`src/rtl/fp_simd_cmd_seq.sv`:
```
// Command sequencer in front of the 4-lane FP SIMD unit: queues vector commands,
// issues them one at a time with stable operands and returns results through a slot.
module fp_simd_cmd_seq #(
  parameter int DEPTH   = 4,
  parameter int TAG_W   = 4,
  parameter int VEC_W   = 88,
  parameter int TIMEOUT = 15
) (
  input  logic             clk,
  input  logic             rst,
  input  logic             i_cmd_valid,
  output logic             o_cmd_ready,
  input  logic [2:0]       i_cmd_opcode,
  input  logic [VEC_W-1:0] i_cmd_in1,
  input  logic [VEC_W-1:0] i_cmd_in2,
  input  logic [TAG_W-1:0] i_cmd_tag,
  output logic             o_simd_en,
  output logic [2:0]       o_simd_opcode,
  output logic [VEC_W-1:0] o_simd_in1,
  output logic [VEC_W-1:0] o_simd_in2,
  input  logic             i_simd_busy,
  input  logic             i_simd_valid,
  input  logic [VEC_W-1:0] i_simd_output,
  output logic             o_res_valid,
  input  logic             i_res_ready,
  output logic [VEC_W-1:0] o_res_data,
  output logic [TAG_W-1:0] o_res_tag,
  output logic             o_res_err,
  output logic             o_idle
);

  localparam int AW    = $clog2(DEPTH);
  localparam int CNT_W = $clog2(TIMEOUT + 1);
  localparam int ENT_W = 3 + 2 * VEC_W + TAG_W;

  typedef enum logic [1:0] {
    S_IDLE  = 2'd0,
    S_ISSUE = 2'd1,
    S_WAIT  = 2'd2
  } state_t;

  state_t state_q, state_d;

  // Command FIFO; pointers carry one extra wrap bit to tell full from empty.
  logic [ENT_W-1:0] fifo_mem [DEPTH];
  logic [AW:0]      wr_ptr, rd_ptr;
  logic             fifo_empty, fifo_full;
  logic             push, pop;
  logic             run_q;

  // Hold registers feeding the SIMD unit.
  logic [2:0]       hold_op;
  logic [VEC_W-1:0] hold_in1, hold_in2;
  logic [TAG_W-1:0] hold_tag;
  logic             hold_is_load;

  logic [CNT_W-1:0] tmo_cnt, tmo_next;
  logic             cnt_clr, cnt_inc;

  // Result slot: a result is transferred in any cycle where o_res_valid and
  // i_res_ready are both high; while valid is high and ready low, data/tag/err hold.
  logic             res_valid_q;
  logic [VEC_W-1:0] res_data_q;
  logic [TAG_W-1:0] res_tag_q;
  logic             res_err_q;
  logic             res_set, res_set_err;

  assign fifo_empty = (wr_ptr == rd_ptr);
  assign fifo_full  = (wr_ptr[AW] != rd_ptr[AW]) &&
                      (wr_ptr[AW-1:0] == rd_ptr[AW-1:0]);

  // run_q keeps ready and idle low until the first edge after reset releases.
  assign o_cmd_ready = run_q && !fifo_full;
  assign push        = i_cmd_valid && o_cmd_ready;

  assign hold_is_load = (hold_op[2:1] == 2'b11);
  assign tmo_next     = tmo_cnt + 1'b1;

  assign o_simd_opcode = hold_op;
  assign o_simd_in1    = hold_in1;
  assign o_simd_in2    = hold_in2;

  assign o_res_valid = res_valid_q;
  assign o_res_data  = res_data_q;
  assign o_res_tag   = res_tag_q;
  assign o_res_err   = res_err_q;

  assign o_idle = run_q && fifo_empty && (state_q == S_IDLE) && !res_valid_q;

  always_ff @(posedge clk) begin
    if (push) begin
      fifo_mem[wr_ptr[AW-1:0]] <= {i_cmd_opcode, i_cmd_in1, i_cmd_in2, i_cmd_tag};
    end
  end

  always_ff @(posedge clk or posedge rst) begin
    if (rst) begin
      wr_ptr <= '0;
      rd_ptr <= '0;
      run_q  <= 1'b0;
    end else begin
      run_q <= 1'b1;
      if (push) wr_ptr <= wr_ptr + 1'b1;
      if (pop)  rd_ptr <= rd_ptr + 1'b1;
    end
  end

  always_comb begin
    state_d     = state_q;
    pop         = 1'b0;
    o_simd_en   = 1'b0;
    cnt_clr     = 1'b0;
    cnt_inc     = 1'b0;
    res_set     = 1'b0;
    res_set_err = 1'b0;
    case (state_q)
      S_IDLE: begin
        // The slot must already be empty here, so a new issue never overlaps a handshake.
        if (!fifo_empty && !res_valid_q) begin
          pop     = 1'b1;
          state_d = S_ISSUE;
        end
      end
      S_ISSUE: begin
        if (!i_simd_busy) begin
          o_simd_en = 1'b1;
          if (hold_is_load) begin
            state_d = S_IDLE;
          end else begin
            cnt_clr = 1'b1;
            state_d = S_WAIT;
          end
        end
      end
      S_WAIT: begin
        if (i_simd_valid) begin
          res_set = 1'b1;
          state_d = S_IDLE;
        end else begin
          cnt_inc = 1'b1;
          if (tmo_next == CNT_W'(TIMEOUT)) begin
            res_set     = 1'b1;
            res_set_err = 1'b1;
            state_d     = S_IDLE;
          end
        end
      end
      default: state_d = S_IDLE;
    endcase
  end

  always_ff @(posedge clk or posedge rst) begin
    if (rst) begin
      state_q <= S_IDLE;
      tmo_cnt <= '0;
    end else begin
      state_q <= state_d;
      if (cnt_clr) begin
        tmo_cnt <= '0;
      end else if (cnt_inc) begin
        tmo_cnt <= tmo_next;
      end
    end
  end

  always_ff @(posedge clk or posedge rst) begin
    if (rst) begin
      hold_op  <= '0;
      hold_in1 <= '0;
      hold_in2 <= '0;
      hold_tag <= '0;
    end else if (pop) begin
      {hold_op, hold_in1, hold_in2, hold_tag} <= fifo_mem[rd_ptr[AW-1:0]];
    end
  end

  always_ff @(posedge clk or posedge rst) begin
    if (rst) begin
      res_valid_q <= 1'b0;
      res_data_q  <= '0;
      res_tag_q   <= '0;
      res_err_q   <= 1'b0;
    end else if (res_set) begin
      res_valid_q <= 1'b1;
      res_data_q  <= res_set_err ? '0 : i_simd_output;
      res_tag_q   <= hold_tag;
      res_err_q   <= res_set_err;
    end else if (res_valid_q && i_res_ready) begin
      res_valid_q <= 1'b0;
    end
  end

endmodule

```
`config.mk`:
```
export PLATFORM = sky130hd
export DESIGN_NAME = fp_simd_cmd_seq
export DESIGN_NICKNAME = d
export VERILOG_FILES = /design/src/rtl/fp_simd_cmd_seq.sv
export SDC_FILE = /design/constraint.sdc
export NUM_CORES = 1
export LEC_CHECK = 0
export CAP_MARGIN = 20
export CORE_UTILIZATION = 36
export DETAILED_ROUTE_END_ITERATION = 10
export PLACE_DENSITY = 0.56
export SETUP_SLACK_MARGIN = 0.4
export SYNTH_ARGS = -nofsm -noshare
export SYNTH_HDL_FRONTEND = slang
export SYNTH_SLANG_ARGS = --single-unit
```
`constraint.sdc`:
```
create_clock -name clk -period 10 [get_ports clk]
set_input_delay 1.5 -clock clk [delete_from_list [all_inputs] [get_ports clk]]
set_output_delay 1.5 -clock clk [all_outputs]
set_load 0.03 [all_outputs]
```
==> run metrics <==
Syn Inst Count=between 1500 and 2000; Hold Path Cell Cnt=1; Nets=~2600; io pins=553; Area growth syn-to-layout=28.2%; P per Cell Area=around 330 nW/um^2; antenna viol nets, final=0; Layout Skew=between 0.02 and 0.03 ns; GR Util All Layers=0.165; Die Area=107000 sq um; post-synthesis sequential area ratio=0.771; grt ovf=0; Register Area=just under 30000 sq um; layout cell share with drive strength beyond 1=0.213; # setup viols final=0; final instance area=slightly below 50000 sq um; max-slew violation count=0; TritonRoute pass-1 iters=4; Hold-fix buffers, CTS=0; initial antenna violation count=20; Die Ht=326 um; CP max stage delay=0.76 ns; worst-margin pin slew=about 1.1 ns; Worst setup EP type=output port; leakage power=~17 nW; clock edge transition at the registers on the reported setup and hold paths=0.06 ns; Hold Crit Start=o_simd_in2[46]; Post-synth top flop=edfxtp_1; DRC Markers=0; HPWL after DPL=~54000 um; placed cell areas=45000 sq um; area of the multi-input gates=just over 8000 sq um; largest net degree at the start of global routing=between 100 and 150; Via density=4.93; worst skew pair latency=slightly below 0.7 ns; gpl congestion=approximately 0.85; top cells by area in the synthesized netlist=edfxtp_1 58%, dfrtp_1 19%, mux4_2 11%; # resized after CTS=0; Wirelength per Cell=about 23 um; Initial Util=0.365; Post-CTS Setup Repair Bufs=0; Net Count, Synth=2029; CP startpoint kind=primary input; reg2reg setup slack=approximately 6 ns; critical path peak fanout=2; most common cell after layout, fill and taps aside=edfxtp_1; DIE WIDTH=roughly 330 um; worst-path cell chain=clkdlybuf4s50_1, nor3b_1, clkdlybuf4s50_1; r2r endpoint=fifo_mem[2][44]; critical path class=in2out; global-route wire length before repair=about 130000 um; relative slew slack=0.285; Std-Cell Rows=around 120; CTS tree=yes; Yosys Warn Count=0; Worst Path Required=between 8 and 9 ns; clock tree buffer depth=3; slowest stage cell, crit path=clkdlybuf4s50_1; RR Startpoint=rd_ptr[0]; crit path time final=4.53 ns; Core ar.=between 100000 and 150000 sq um; FF+latch count, synth=between 1000 and 1500; count of input and output buffers=between 500 and 600; post-synth top area cell=edfxtp_1; number of flops mapped to enable cells by yosys=732; share of the synthesized area in the top cell type=0.580; clk root buf=clkbuf_16; Most Frequent Cell on Critical Path=clkdlybuf4s50_1; commonest non-fill, non-tap cells in the layout=732 x edfxtp_1, 552 x clkdlybuf4s50_1, 288 x dfrtp_1, 183 x mux4_2, 132 x mux2_2; RSZ-0062 raised after global routing=false; final core utilization=0.468; Reg2Reg Depth=5; TNS Setup=0 ns; Syn Area/Cell=around 22 sq um; Async SR Flop Fraction=0.284; WHS Endpoint=o_simd_in2[46]; max-cap viol count=0; final hold vios=0; Cell variety after synth=38; clk sinks=1022; PnR Total Power=approximately 16 mW; status=complete, no violations; Fmax=about 0.22 GHz; worst path arrival time=3.03 ns; mapped cell area=about 38000 sq um; htree depth=3; Fillers=8780; DR iter-0 viols=a little over 800; Max rail drop VDD=between 0.2 and 0.25 mV; final hold slack=slightly below 0.5 ns; period utilisation layout=0.453; Hold WC Path Type=reg2reg; final wirelength=around 88000 um; Num CTS Buffers=between 100 and 150; vias in the first global route=20300; total number of vias=~19000
==> worst max-delay path: cells and delay by family <==
| family | cells | cell delay, ns |
|---|---|---|
| buffers and inverters | 2 | 1.22 |
| and+or+nand+nor | 1 | 0.31 |
==> flip-flops by register name (all words and copies together) (netlist names), 4 cells and up <==
register,flops
fifo_mem,732
hold_tag,4
o_res_data,88
o_res_tag,4
o_simd_in1,88
o_simd_in2,88
tmo_cnt,4
==> kinds of logic (layout without fill, tap and decap cells) <==
family                     after synthesis  count (layout)  synth area share
adders and majority gates                7               7           0.00231
xor gates and xnor gates                11              11           0.00294
other                                    1               5         0.0000989
muxes                                  367             367             0.163
DFF                                   1022            1022             0.771
AOI/OAI and AO/OA                      201             201            0.0428
and+or+nand+nor                         35              35           0.00432
buffers and inverters                  101             791            0.0128
==> routing by layer <==
layer  share of wire  vias up  GRT usage
li1                -     8311          -
met4           0.025       32     0.0516
met2            0.51      535      0.286
met3           0.081      160     0.0572
met1            0.38     9785      0.190
met5          0.0026        -          0
==> report_power, final <==
part / internal [mW] / leakage [nW] / switching (mW) / total, mW
logic: 2.81 / 5.03 / 3.07 / 5.88
clock network: 2.40 / 1.76 / 1.61 / 4.01
registers: 5.56 / 9.84 / 0.505 / 6.06
==> how the worst max path moves through the flow <==
stage	slack (ns)	startpoint	cells after the start	to
final	5.47	i_simd_busy	3	o_simd_en
after global routing	5.40	i_simd_busy	3	o_simd_en
after CTS	5.41	rd_ptr[0]	4	o_idle
after detailed placement	4.90	i_cmd_valid	6	fifo_mem[2][42]
after global placement	4.93	i_cmd_valid	6	fifo_mem[2][41]
after floorplan	0.49	rst	1	hold_tag[0]
==> through the flow <==
stage          setup WS [ns]  std cells
6_report                5.47       3819
5_1_grt                 5.40       3818
4_1_cts                 5.41       3815
3_5_place_dp            4.90       3612
3_3_place_gp            4.93       3612
2_1_floorplan          0.494       1745
==> cell type report <==
cell class                 count  share of cell area
tap                         1380              0.0355
clock buffer                 141              0.0613
multi-input combinational    622               0.169
inverter                      10            0.000927
sequential                  1022               0.602
clock inverter                62              0.0128
timing repair buffer         578               0.119
antenna                        4            0.000206
==> synth_stat cells (2+ instances only) <==
cell / n
nand2_1: 14
edfxtp_1: 732
xnor2_2: 2
ha_1: 7
xor2_1: 4
o2111ai_1: 4
mux2_2: 132
a21o_1: 88
dfrtp_1: 290
nor2b_1: 2
buf_4: 16
mux4_2: 183
buf_2: 37
inv_1: 10
o211ai_1: 4
nor2_1: 8
nor3b_1: 2
a22o_1: 89
xnor2_1: 5
clkbuf_1: 38
a31oi_1: 2
and2_1: 4
mux2_1: 52
o21ai_0: 5
o22ai_1: 2
No activity file was read; power rests on OpenSTA's default activity.
